===== src/rtl/div18x18_seq_if.sv =====
// Request/result bundle for the 18x18 sequential divider.
// The master side issues operands, and the slave side returns quotient, remainder and status.
interface div18x18_seq_if;
  logic        en;
  logic        start;
  logic        SIGNED;
  logic [17:0] A;
  logic [17:0] B;
  logic [17:0] Q;
  logic [17:0] R;
  logic        busy;
  logic        done;
  logic        dz;

  modport master (output en, start, SIGNED, A, B,
                  input  Q, R, busy, done, dz);
  modport slave  (input  en, start, SIGNED, A, B,
                  output Q, R, busy, done, dz);
endinterface


===== src/rtl/div18x18_seq.sv =====
// Sequential 18-bit restoring divider, signed or unsigned.
// It takes 18 shift-subtract steps on magnitudes, then performs one sign-fix cycle.
module div18x18_seq (
  input  logic            clk,
  input  logic            rst,
  div18x18_seq_if.slave   bus
);

  typedef enum logic [1:0] {IDLE, RUN, SIGN, DONE} state_t;

  state_t      state;
  state_t      state_nxt;
  logic [4:0]  count;
  logic [18:0] rem;
  logic [17:0] quo;
  logic [17:0] b_mag;
  logic        signed_op;
  logic        neg_a;
  logic        neg_b;
  logic [17:0] q_reg;
  logic [17:0] r_reg;
  logic        dz_reg;

  logic [17:0] a_in_mag;
  logic [17:0] b_in_mag;
  logic [19:0] trial;
  logic        take;
  logic [17:0] q_fix;
  logic [17:0] r_fix;

  always_ff @(posedge clk or posedge rst) begin
    if (rst) begin
      state <= IDLE;
    end else if (bus.en) begin
      state <= state_nxt;
    end
  end

  always_comb begin
    state_nxt = state;
    case (state)
      IDLE: if (bus.start) state_nxt = RUN;
      RUN:  if (count == 5'd17) state_nxt = SIGN;
      SIGN: state_nxt = DONE;
      DONE: state_nxt = IDLE;
      default: state_nxt = IDLE;
    endcase
  end

  always_comb begin
    a_in_mag = (bus.SIGNED && bus.A[17]) ? (~bus.A + 18'd1) : bus.A;
    b_in_mag = (bus.SIGNED && bus.B[17]) ? (~bus.B + 18'd1) : bus.B;
    trial    = {rem, quo[17]};
    take     = (trial >= {2'b00, b_mag});
    r_fix    = neg_a ? (~rem[17:0] + 18'd1) : rem[17:0];
    q_fix    = (neg_a ^ neg_b) ? (~quo + 18'd1) : quo;
    // A zero divisor saturates the quotient toward the sign of the dividend, and R falls out as A.
    if (b_mag == 18'd0) begin
      if (!signed_op)  q_fix = 18'h3FFFF;
      else if (neg_a)  q_fix = 18'h20000;
      else             q_fix = 18'h1FFFF;
    end
  end

  always_ff @(posedge clk or posedge rst) begin
    if (rst) begin
      count     <= 5'd0;
      rem       <= 19'd0;
      quo       <= 18'd0;
      b_mag     <= 18'd0;
      signed_op <= 1'b0;
      neg_a     <= 1'b0;
      neg_b     <= 1'b0;
      q_reg     <= 18'd0;
      r_reg     <= 18'd0;
      dz_reg    <= 1'b0;
    end else if (bus.en) begin
      case (state)
        IDLE: begin
          if (bus.start) begin
            signed_op <= bus.SIGNED;
            neg_a     <= bus.SIGNED & bus.A[17];
            neg_b     <= bus.SIGNED & bus.B[17];
            quo       <= a_in_mag;
            b_mag     <= b_in_mag;
            rem       <= 19'd0;
            count     <= 5'd0;
          end
        end
        RUN: begin
          rem   <= take ? 19'(trial - {2'b00, b_mag}) : trial[18:0];
          quo   <= {quo[16:0], take};
          count <= count + 5'd1;
        end
        SIGN: begin
          q_reg  <= q_fix;
          r_reg  <= r_fix;
          dz_reg <= (b_mag == 18'd0);
        end
        default: ;
      endcase
    end
  end

  assign bus.busy = (state != IDLE);
  assign bus.done = (state == DONE);
  assign bus.Q    = q_reg;
  assign bus.R    = r_reg;
  assign bus.dz   = dz_reg;

endmodule


===== src/flat_wrapper.sv =====
// flat-port wrapper written by rule: the top's interface ports become plain ports
module div18x18_seq_flat 
  (clk, rst, bus_en, bus_start, bus_SIGNED, bus_A, bus_B, bus_Q, bus_R, bus_busy, bus_done, bus_dz);
  div18x18_seq_if bus_i ();
  input  logic clk;
  input  logic rst;
  input wire logic [$bits(bus_i.en)-1:0] bus_en;
  input wire logic [$bits(bus_i.start)-1:0] bus_start;
  input wire logic [$bits(bus_i.SIGNED)-1:0] bus_SIGNED;
  input wire logic [$bits(bus_i.A)-1:0] bus_A;
  input wire logic [$bits(bus_i.B)-1:0] bus_B;
  output wire logic [$bits(bus_i.Q)-1:0] bus_Q;
  output wire logic [$bits(bus_i.R)-1:0] bus_R;
  output wire logic [$bits(bus_i.busy)-1:0] bus_busy;
  output wire logic [$bits(bus_i.done)-1:0] bus_done;
  output wire logic [$bits(bus_i.dz)-1:0] bus_dz;
  assign bus_i.en = bus_en;
  assign bus_i.start = bus_start;
  assign bus_i.SIGNED = bus_SIGNED;
  assign bus_i.A = bus_A;
  assign bus_i.B = bus_B;
  assign bus_Q = bus_i.Q;
  assign bus_R = bus_i.R;
  assign bus_busy = bus_i.busy;
  assign bus_done = bus_i.done;
  assign bus_dz = bus_i.dz;
  div18x18_seq u_core (.clk(clk), .rst(rst), .bus(bus_i));
endmodule

===== config.mk =====
export PLATFORM = sky130hd
export DESIGN_NAME = div18x18_seq_flat
export DESIGN_NICKNAME = d
export VERILOG_FILES = /design/src/rtl/div18x18_seq_if.sv /design/src/rtl/div18x18_seq.sv /design/src/flat_wrapper.sv
export SDC_FILE = /design/constraint.sdc
export NUM_CORES = 1
export LEC_CHECK = 0
export CORE_ASPECT_RATIO = 1.4
export CORE_MARGIN = 3
export CORE_UTILIZATION = 63
export CTS_BUF_LIST = sky130_fd_sc_hd__clkbuf_4 sky130_fd_sc_hd__clkbuf_8
export DETAILED_ROUTE_END_ITERATION = 8
export PLACE_DENSITY = 0.95
export SLEW_MARGIN = 20
export SYNTH_ARGS = -nofsm -noshare
export SYNTH_HDL_FRONTEND = slang
export SYNTH_SLANG_ARGS = --single-unit

===== constraint.sdc =====
create_clock -name clk -period 7.7 [get_ports clk]
set_input_delay 1.54 -clock clk [delete_from_list [all_inputs] [get_ports clk]]
set_output_delay 1.54 -clock clk [all_outputs]
set_load 0.02 [all_outputs]

==> results.md, run 1 <==
Drt:
- Summed over all layers, the routed wires come to 16920 µm.
- The wire length per cell is between 15 and 20 µm.
- Before antenna repair, the detailed router went through 5 iterations.
- The detail route stage leaves a number of antenna-violating nets equal to 0.
- After detailed routing, the number of vias per cell comes to 6.270.
- The count of vias placed by the detailed router is 6395.
- The first-iteration detailed-routing DRC count is 515.
- The DRC violation count after routing is 0.

Clock tree:
- The number of hold buffers added after CTS is 0.
- The buffer levels on the longest clock path is 2.
- The post-CTS setup-driven buffer insertion count is 0.
- After clock tree synthesis, the clock-pin slew on the worst setup and hold paths is 0.11 ns.
- The clock root buffer is clkbuf_8.
- Clock latency on the worst-skew pair, taken at its later pin, is 0.38 ns.
- The H-tree depth is 3.
- The number of buffers created by CTS is 9.
- For this design, the sink count on the clock tree is 102.
- The number of gates given a new drive strength after cts is 0.
- TritonCTS built the clock tree.

Setup path:
- The data arrival time at the worst-slack endpoint is 3.95 ns.
- The library cell contributing the largest single delay on the critical path is nor3_1.
- The signal on the critical path passes through clkdlybuf4s50_1, inv_1, nor3_1, nor2_4, or3_1, o21ai_0, a21oi_1.
- The maximum net fanout on the critical path is 34.
- Measured in cells, the most critical reg-to-reg path has a length of 9.
- The critical path is of the in -> reg type.
- The highest cell delay on the worst timing path is between 0.7 and 0.8 ns.
- The dominant delay contributor by cell family on the critical path is simple AND/OR/NAND/NOR gates.
- The worst setup path is launched from an input pin.
- STA classifies the critical path endpoint as a flop.
- The buffers plus inverters on the worst setup path is 2.
- The critical path runs through a total of 7 cells.
- For the worst setup path, the data required time is 7.95 ns.

Die:
- Pin placement for this block handled 80 I/O pins.
- The die area is 0.01214 mm².
- The total core area is roughly 0.010 mm².
- The initial core utilization is 65.30%.
- The die width is between 90 and 100 µm.
- The floorplan has 44 rows.
- The die extent in y is approximately 130 µm.

Timing:
- The clock arrives with 0.009934 ns of skew.
- Summed over all failing endpoints, the final setup total negative slack is 0 ns.
- The minimum clock period is 3.699 ns.
- Of the available clock period, the critical path in the final layout requires between 40 and 50%.
- Headroom to the max-slew limit came out at between 30% and 40%.
- Setup repair after global routing left no endpoint under its margin.
- For the pin with the worst max-slew slack, the measured transition is 0.9951 ns.
- The setup slack of the critical path after layout is 4.001 ns.
- The final max-slew violation count was 0.
- The final number of hold-violating endpoints is 0.
- The achievable clock frequency is 270.3 MHz.
- The worst hold margin is 0.4845 ns.
- Setup violations remaining at the end of the flow were counted as 0.

Global routing:
- Entering global routing, the biggest net connects 68 pins.
- The first-pass GRT wire length is 28530 µm.
- The number of antenna violations at the first check in global routing came to 0.
- The number of global-route vias before repair came to roughly 6000.
- After global routing the overflow that remains totals 0.
- The overall routing resource usage is 29.26%.

Synth:
- The per-instance average area after synthesis is 8.330 µm².
- The synthesized netlist occupies a cell area of 0.006830 mm².
- The number of nets produced by synthesis is 890.
- Counting flops and latches in the post-synthesis netlist gives 102.
- In this run the biggest area consumer among cell types represents between 30% and 40% of the synthesized area.
- The cell count after synthesis came out at 820.
- Sorting the synthesized cells by area gives the leading types as dfrtp_1 37%, nand2_1 6.9%, o21ai_0 6.7%.
- The share of synthesized area occupied by flip-flops and latches is 37.37%.
- After synthesis, the netlist uses 63 different library cells.
- In this run, synthesis inferred 0 flip-flops with an integrated enable.
- dfrtp_1 takes more of the synthesized area than any other cell.
- Yosys printed 0 warnings.
- Ranked by instance count, the synthesized netlist is headed by 126 x nand2_1, 102 x dfrtp_1, 91 x o21ai_0, 64 x nor2_1, 48 x xor2_1.
- Among all cell types in the netlist, the one instantiated most often is nand2_1.
- The fraction of registers with async set or reset after synthesis is 100.0%.
- The prevailing post-synth register cell is dfrtp_1.

Power:
- The analysis attributes to cell leakage a power of between 3 and 4 nW.
- The internal power contribution is approximately 1.8 mW.
- The fraction of power spent switching nets is 48.81%.
- Of the total power, the clock network draws 9.7%.
- The power density over the cells is 436.3 mW/mm².
- The reported net switching power is 1.677 mW.
- The worst-case vdd ir drop is 0.1833 mV.
- The part of the total power dissipated in sequential elements is 30.1%.
- Combinational logic burns between 60% and 70% of the power.
- The design draws 3.436 mW.

Worst hold path:
- Along the worst hold path, the cell count comes to 2.
- The path category of the worst min-delay check is reg -> reg.

Placement:
- OpenSTA, run right after detailed placement, puts the worst setup slack at 3.674 ns.
- Input and output buffers added on the ports amount to 79.
- The weighted congestion reported at the end of routability-driven placement is between 0.9 and 1.
- The post-detailed-placement half-perimeter wirelength is 12680 µm.

Layout:
- More flip-flops sit in one register than any other, and that register is u_core.rem.
- The number of antenna cells inserted is 0.
- The final layout contains roughly 950 nets.
- The number of flip-flops in the largest register is 19.
- The post-route netlist has 3.968% of its cells at a drive strength greater than 1.
- The signed area change from the synthesized netlist to the final layout is 15.30%.

Outcome:
- The run finished with clean final reports.

Run:
- The tool flagged a number of max-cap violations equal to 0.
[layer usage]
layer / up-vias / GRT usage (%) / routed length (µm)
li1: 3043 / - / -
met5: - / 0 / 0
met1: 3062 / 37.80 / 6785
met4: 0 / 9.439 / 370
met3: 36 / 4.239 / 1044
met2: 254 / 50.61 / 8719
[path summary, 6_finish.rpt]
kind / startpoint / endpoint / slack [ns]
min reg2reg: u_core.bus.R[7] / u_core.bus.R[7] / 0.48
max reg2reg: u_core.quo[17] / u_core.rem[14] / 4.56
min in group asynchronous: rst / u_core.bus.R[14] / 1.49
max: bus_en / u_core.quo[12] / 4.00
max in group asynchronous: rst / u_core.count[4] / 5.03
min: u_core.bus.R[7] / u_core.bus.R[7] / 0.48
[tightest hold or removal path, delay by kind of cell (launching register included)]
kind	cells	cell delay, ns
AO/OA/AOI/OAI	1	0.06
flip-flops	1	0.35
AND/OR/NAND/NOR	1	0.05
[kinds of logic after synthesis]
| logic type | Yosys count | synth area share [%] |
|---|---|---|
| XOR/XNOR | 75 | 9.617 |
| adder cells (fa/ha/maj) | 29 | 5.422 |
| AO/OA/AOI/OAI | 243 | 22.53 |
| flip-flops | 102 | 37.37 |
| buffers and inverters | 78 | 4.726 |
| multiplexers | 6 | 0.9159 |
| AND/OR/NAND/NOR | 287 | 19.42 |
[cells in the final DEF, fill, tap and decap left out, drive strengths merged, types with 4 or more instances in the layout]
| cell | count |
|---|---|
| and3 | 5 |
| o21ai | 94 |
| dfrtp | 102 |
| buf | 7 |
| and2 | 4 |
| o31ai | 15 |
| o211ai | 21 |
| a211oi | 4 |
| xnor2 | 27 |
| o41ai | 9 |
| nor4 | 11 |
| xor2 | 48 |
| nor3 | 12 |
| ha | 28 |
| o22a | 17 |
| or4 | 9 |
| clkbuf | 9 |
| o21a | 4 |
| nor2b | 4 |
| nand2b | 10 |
| a31oi | 5 |
| nand4 | 5 |
| mux2i | 4 |
| a21oi | 47 |
| or3 | 7 |
| inv | 42 |
| o221ai | 7 |
| nor2 | 64 |
| nand2 | 126 |
| clkdlybuf4s50 | 79 |
| nand3 | 18 |
[metrics by stage]
step	cells	area, µm²	util, %
floorplan	820	6830	-
global placement	1004	7682	73.45
detailed placement	1004	7682	73.45
CTS	1020	7870	75.24
global route	1020	7875	75.29
finish	1020	7875	75.29
[cell type report]
| class | count | area [µm²] |
|---|---|---|
| inverters | 38 | 145.1 |
| clock buffers | 9 | 123.9 |
| repair buffers | 86 | 843.3 |
| well taps | 138 | 172.7 |
| clock inverters | 7 | 63.81 |
| fillers | 761 | 2585 |
| multi-input cells | 640 | 3974 |
| flip-flops and latches | 102 | 2552 |
[power groups by stage]
stage / combinational (mW) / clock (mW) / sequential [mW]
floorplan: 1.43 / 0 / 1.05
global placement: 1.96 / 0 / 1.02
detailed placement: 2.03 / 0 / 1.04
CTS: 2.05 / 0.336 / 1.03
global route: 2.30 / 0.356 / 1.07
finish: 2.07 / 0.335 / 1.03
(Power assumes the default switching activity.)
==> inputs of run 2 (changes only) <==
--- a/config.mk
+++ b/config.mk
@@ -7,10 +7,10 @@
 export LEC_CHECK = 0
 export CORE_ASPECT_RATIO = 1.4
 export CORE_MARGIN = 3
-export CORE_UTILIZATION = 63
+export CORE_UTILIZATION = 59
 export CTS_BUF_LIST = sky130_fd_sc_hd__clkbuf_4 sky130_fd_sc_hd__clkbuf_8
 export DETAILED_ROUTE_END_ITERATION = 8
-export PLACE_DENSITY = 0.95
+export PLACE_DENSITY = 0.94
 export SLEW_MARGIN = 20
 export SYNTH_ARGS = -nofsm -noshare
 export SYNTH_HDL_FRONTEND = slang
==> constraint.sdc (replaced) <==
create_clock -name clk -period 3.7 [get_ports clk]
set_input_delay 0.74 -clock clk [delete_from_list [all_inputs] [get_ports clk]]
set_output_delay 0.74 -clock clk [all_outputs]
set_load 0.02 [all_outputs]
==> results.md, run 2 (same netlist as run 1, synthesis figures left out) <==
Layout:
- The signed area change from the synthesized netlist to the final layout is 16.14%.
- The layout cell share with drive strength beyond 1 is approximately 4.7%.
- The count of filler cells inserted in the layout is about 850.
- The final design utilization is 71.52%.
- 0 antenna diodes ended up in the layout.
- The post-layout net count is 954.
- Leaving out fill and tap cells, the most frequent cell in the layout is nand2_1.
- The register ranked first by flip-flop count is u_core.rem.
- In the layout the commonest cells are 126 x nand2_1, 102 x dfrtp_1, 91 x o21ai_0.
- The register with the most flip-flops in the layout has 19 of them.

Drt:
- The count of vias placed by the detailed router is 6349.
- The overall routed net length is 16890 µm.
- After detailed routing, the met2 layer carries 8338 µm of wire.
- Using the TritonRoute via totals, the vias-per-cell ratio works out to 6.164.
- The detail route stage leaves a number of antenna-violating nets equal to 0.
- The highest metal layer carrying signal wires in the routed design is met4.
- Before antenna repair, the detailed router went through 6 iterations.
- The DRC violation count after routing is 0.
- The first routing iteration left about 520 violations.
- The wire length per cell is 16.39 µm.
- The detailed-routed wire length on met3 is around 1100 µm.
- The met1 wire length is 6908 µm.

Placement:
- The post-detailed-placement half-perimeter wirelength is 12740 µm.
- The weighted congestion reported at the end of routability-driven placement is 0.9827.
- Input and output buffers added on the ports amount to 79.

Global routing:
- The total global routing overflow is 0.
- The pin count of the biggest net entering global routing is 91.
- The number of antenna violations at the first check in global routing was 0.
- The first-pass GRT wire length is 28400 µm.
- In the global route stage, overall resource usage came out at between 20% and 30%.
- The number of global-route vias before repair is 6052.

Timing:
- Across the routed clock network, the largest skew measured is 0.01233 ns.
- The final number of hold-violating endpoints is 0.
- The relative slew slack is 34.43%.
- Hold is met by 0.4851 ns.
- The total setup violations reported at the end of the flow is 0.
- The final max-slew violation count is 0.
- The transition at the pin with the smallest max-transition slack is 0.9811 ns.
- The achievable clock frequency is 332.8 MHz.
- Setup repair after global routing left no endpoint under its margin.
- The minimum clock period is around 3 ns.
- Setup total negative slack on the finished layout was measured at 0 ns.
- Of the available clock period, the critical path in the final layout requires roughly 80%.

Setup path:
- The launching instance or port of the critical path is u_core.quo[17].
- STA classifies the critical path endpoint as a flop.
- The worst endpoint required time is 3.94 ns.
- The critical path goes through inv_1, ha_1, fa_1, nand2b_1, a21oi_1, o21ai_1, a31oi_1, buf_4, or2_1, o311ai_0.
- The maximum net fanout on the critical path is 15.
- Data arrives at the worst endpoint at 3.24 ns.
- The endpoint of the most critical register-to-register path is u_core.rem[0].
- For this run, the slowest stage of the critical path takes 0.45 ns.
- The worst setup slack for register-to-register paths is 0.70 ns.
- The depth of the worst register-to-register path is 10.
- The worst register-to-register path begins at u_core.quo[17].
- The capturing instance or port of the critical path is u_core.rem[0].
- The library cell contributing the largest single delay on the critical path is or2_1.
- The type of origin of the critical path is a flop.
- The critical path is of the reg -> reg type.

Die:
- The die area is 0.01292 mm².
- During I/O placement, the number of pins put on the boundary was 80.
- The total core area is roughly 0.011 mm².
- The site row count is 45.
- The die width is 96.94 µm.
- The die extent in y is 133.3 µm.
- For this configuration, the core starts out at a cell density of 61.58%.

Clock tree:
- The total number of clock tree sinks is 102.
- The H-tree generated during clock tree synthesis spans 3 levels.
- The clock root buffer is clkbuf_8.
- The number of gates given a new drive strength after cts is 0.
- In this run the deepest clock path goes through 2 buffers.
- The clock tree from TritonCTS is done.
- In this run, post-CTS hold repair placed 0 buffers.
- The later pin in the worst-skew pair is clocked with a latency of 0.39 ns.
- Counting the buffers created by CTS gives 9.
- After clock tree synthesis, the setup repair step added 0 buffers.
- The clock input transition at the sequential cells of the worst setup and hold paths is 0.10 ns.

Power:
- The analysis attributes to cell leakage a power of 3.312 nW.
- The worst-case vdd ir drop is roughly 0.51 mV.
- Power spread over the standard cell area amounts to 905.4 mW/mm².

Worst hold path:
- The path category of the worst min-delay check is reg -> reg.

Outcome:
- The run finished with clean final reports.

Run:
- Across the run, the number of max-cap violations was 0.
[run 2: cell count changes in the layout (fill, tap and decap cells not counted), sizes merged]
| cell | before | now |
|---|---|---|
| clkinvlp | 2 | 0 |
| clkinv | 1 | 3 |
| inv | 42 | 41 |
| buf | 7 | 14 |
| clkbuf | 9 | 10 |
[run 2: power by group]
group | leakage [nW] | internal (mW) | switching (mW)
Combinational | 1.96 | 1.83 | 2.54
Clock | 0.101 | 0.276 | 0.420
Sequential | 1.26 | 1.60 | 0.526
[run 2: worst max-delay path: cells and delay by family (launching register included)]
kind	cells	cell delay (ns)
fa+ha+maj	2	0.60
compound gates	4	0.92
flops	1	0.39
buf+inv	2	0.30
simple gates	2	0.66
[run 2: how the worst min path moves through the flow]
stage,startpoint,endpoint,cells after the start
6_report,u_core.bus.R[2],u_core.bus.R[2],2
5_1_grt,u_core.bus.R[2],u_core.bus.R[2],2
4_1_cts,u_core.bus.R[2],u_core.bus.R[2],2
3_5_place_dp,u_core.b_mag[9],u_core.b_mag[9],2
3_3_place_gp,u_core.bus.dz,u_core.bus.dz,2
2_1_floorplan,u_core.b_mag[10],u_core.b_mag[10],2
[run 2: final cells by class]
class                      count  area, µm²  share of cell area (%)
tap                          141      176.4                   2.224
clock inverter                 6      53.80                  0.6782
multi-input combinational    640       3969                   50.03
timing repair buffer          93      895.9                   11.29
clock buffer                  10      137.6                   1.735
sequential                   102       2552                   32.18
inverter                      38      147.6                   1.861
[run 2: per-layer routing]
metal / track usage (%) / vias up
met5: 0 / -
met4: 11.32 / 0
met3: 2.933 / 58
met2: 45.43 / 278
met1: 33.36 / 2964
li1: - / 3049
[run 2: metrics by stage]
step / cells / power [mW] / worst slack, ns / instance area, µm²
floorplan: 820 / 5.161 / 0.2845 / 6830
global placement: 1014 / 6.272 / 0.7172 / 7739
detailed placement: 1014 / 6.420 / 0.6303 / 7739
CTS: 1030 / 7.137 / 0.7643 / 7930
global route: 1030 / 7.766 / 0.5037 / 7933
finish: 1030 / 7.182 / 0.6952 / 7933
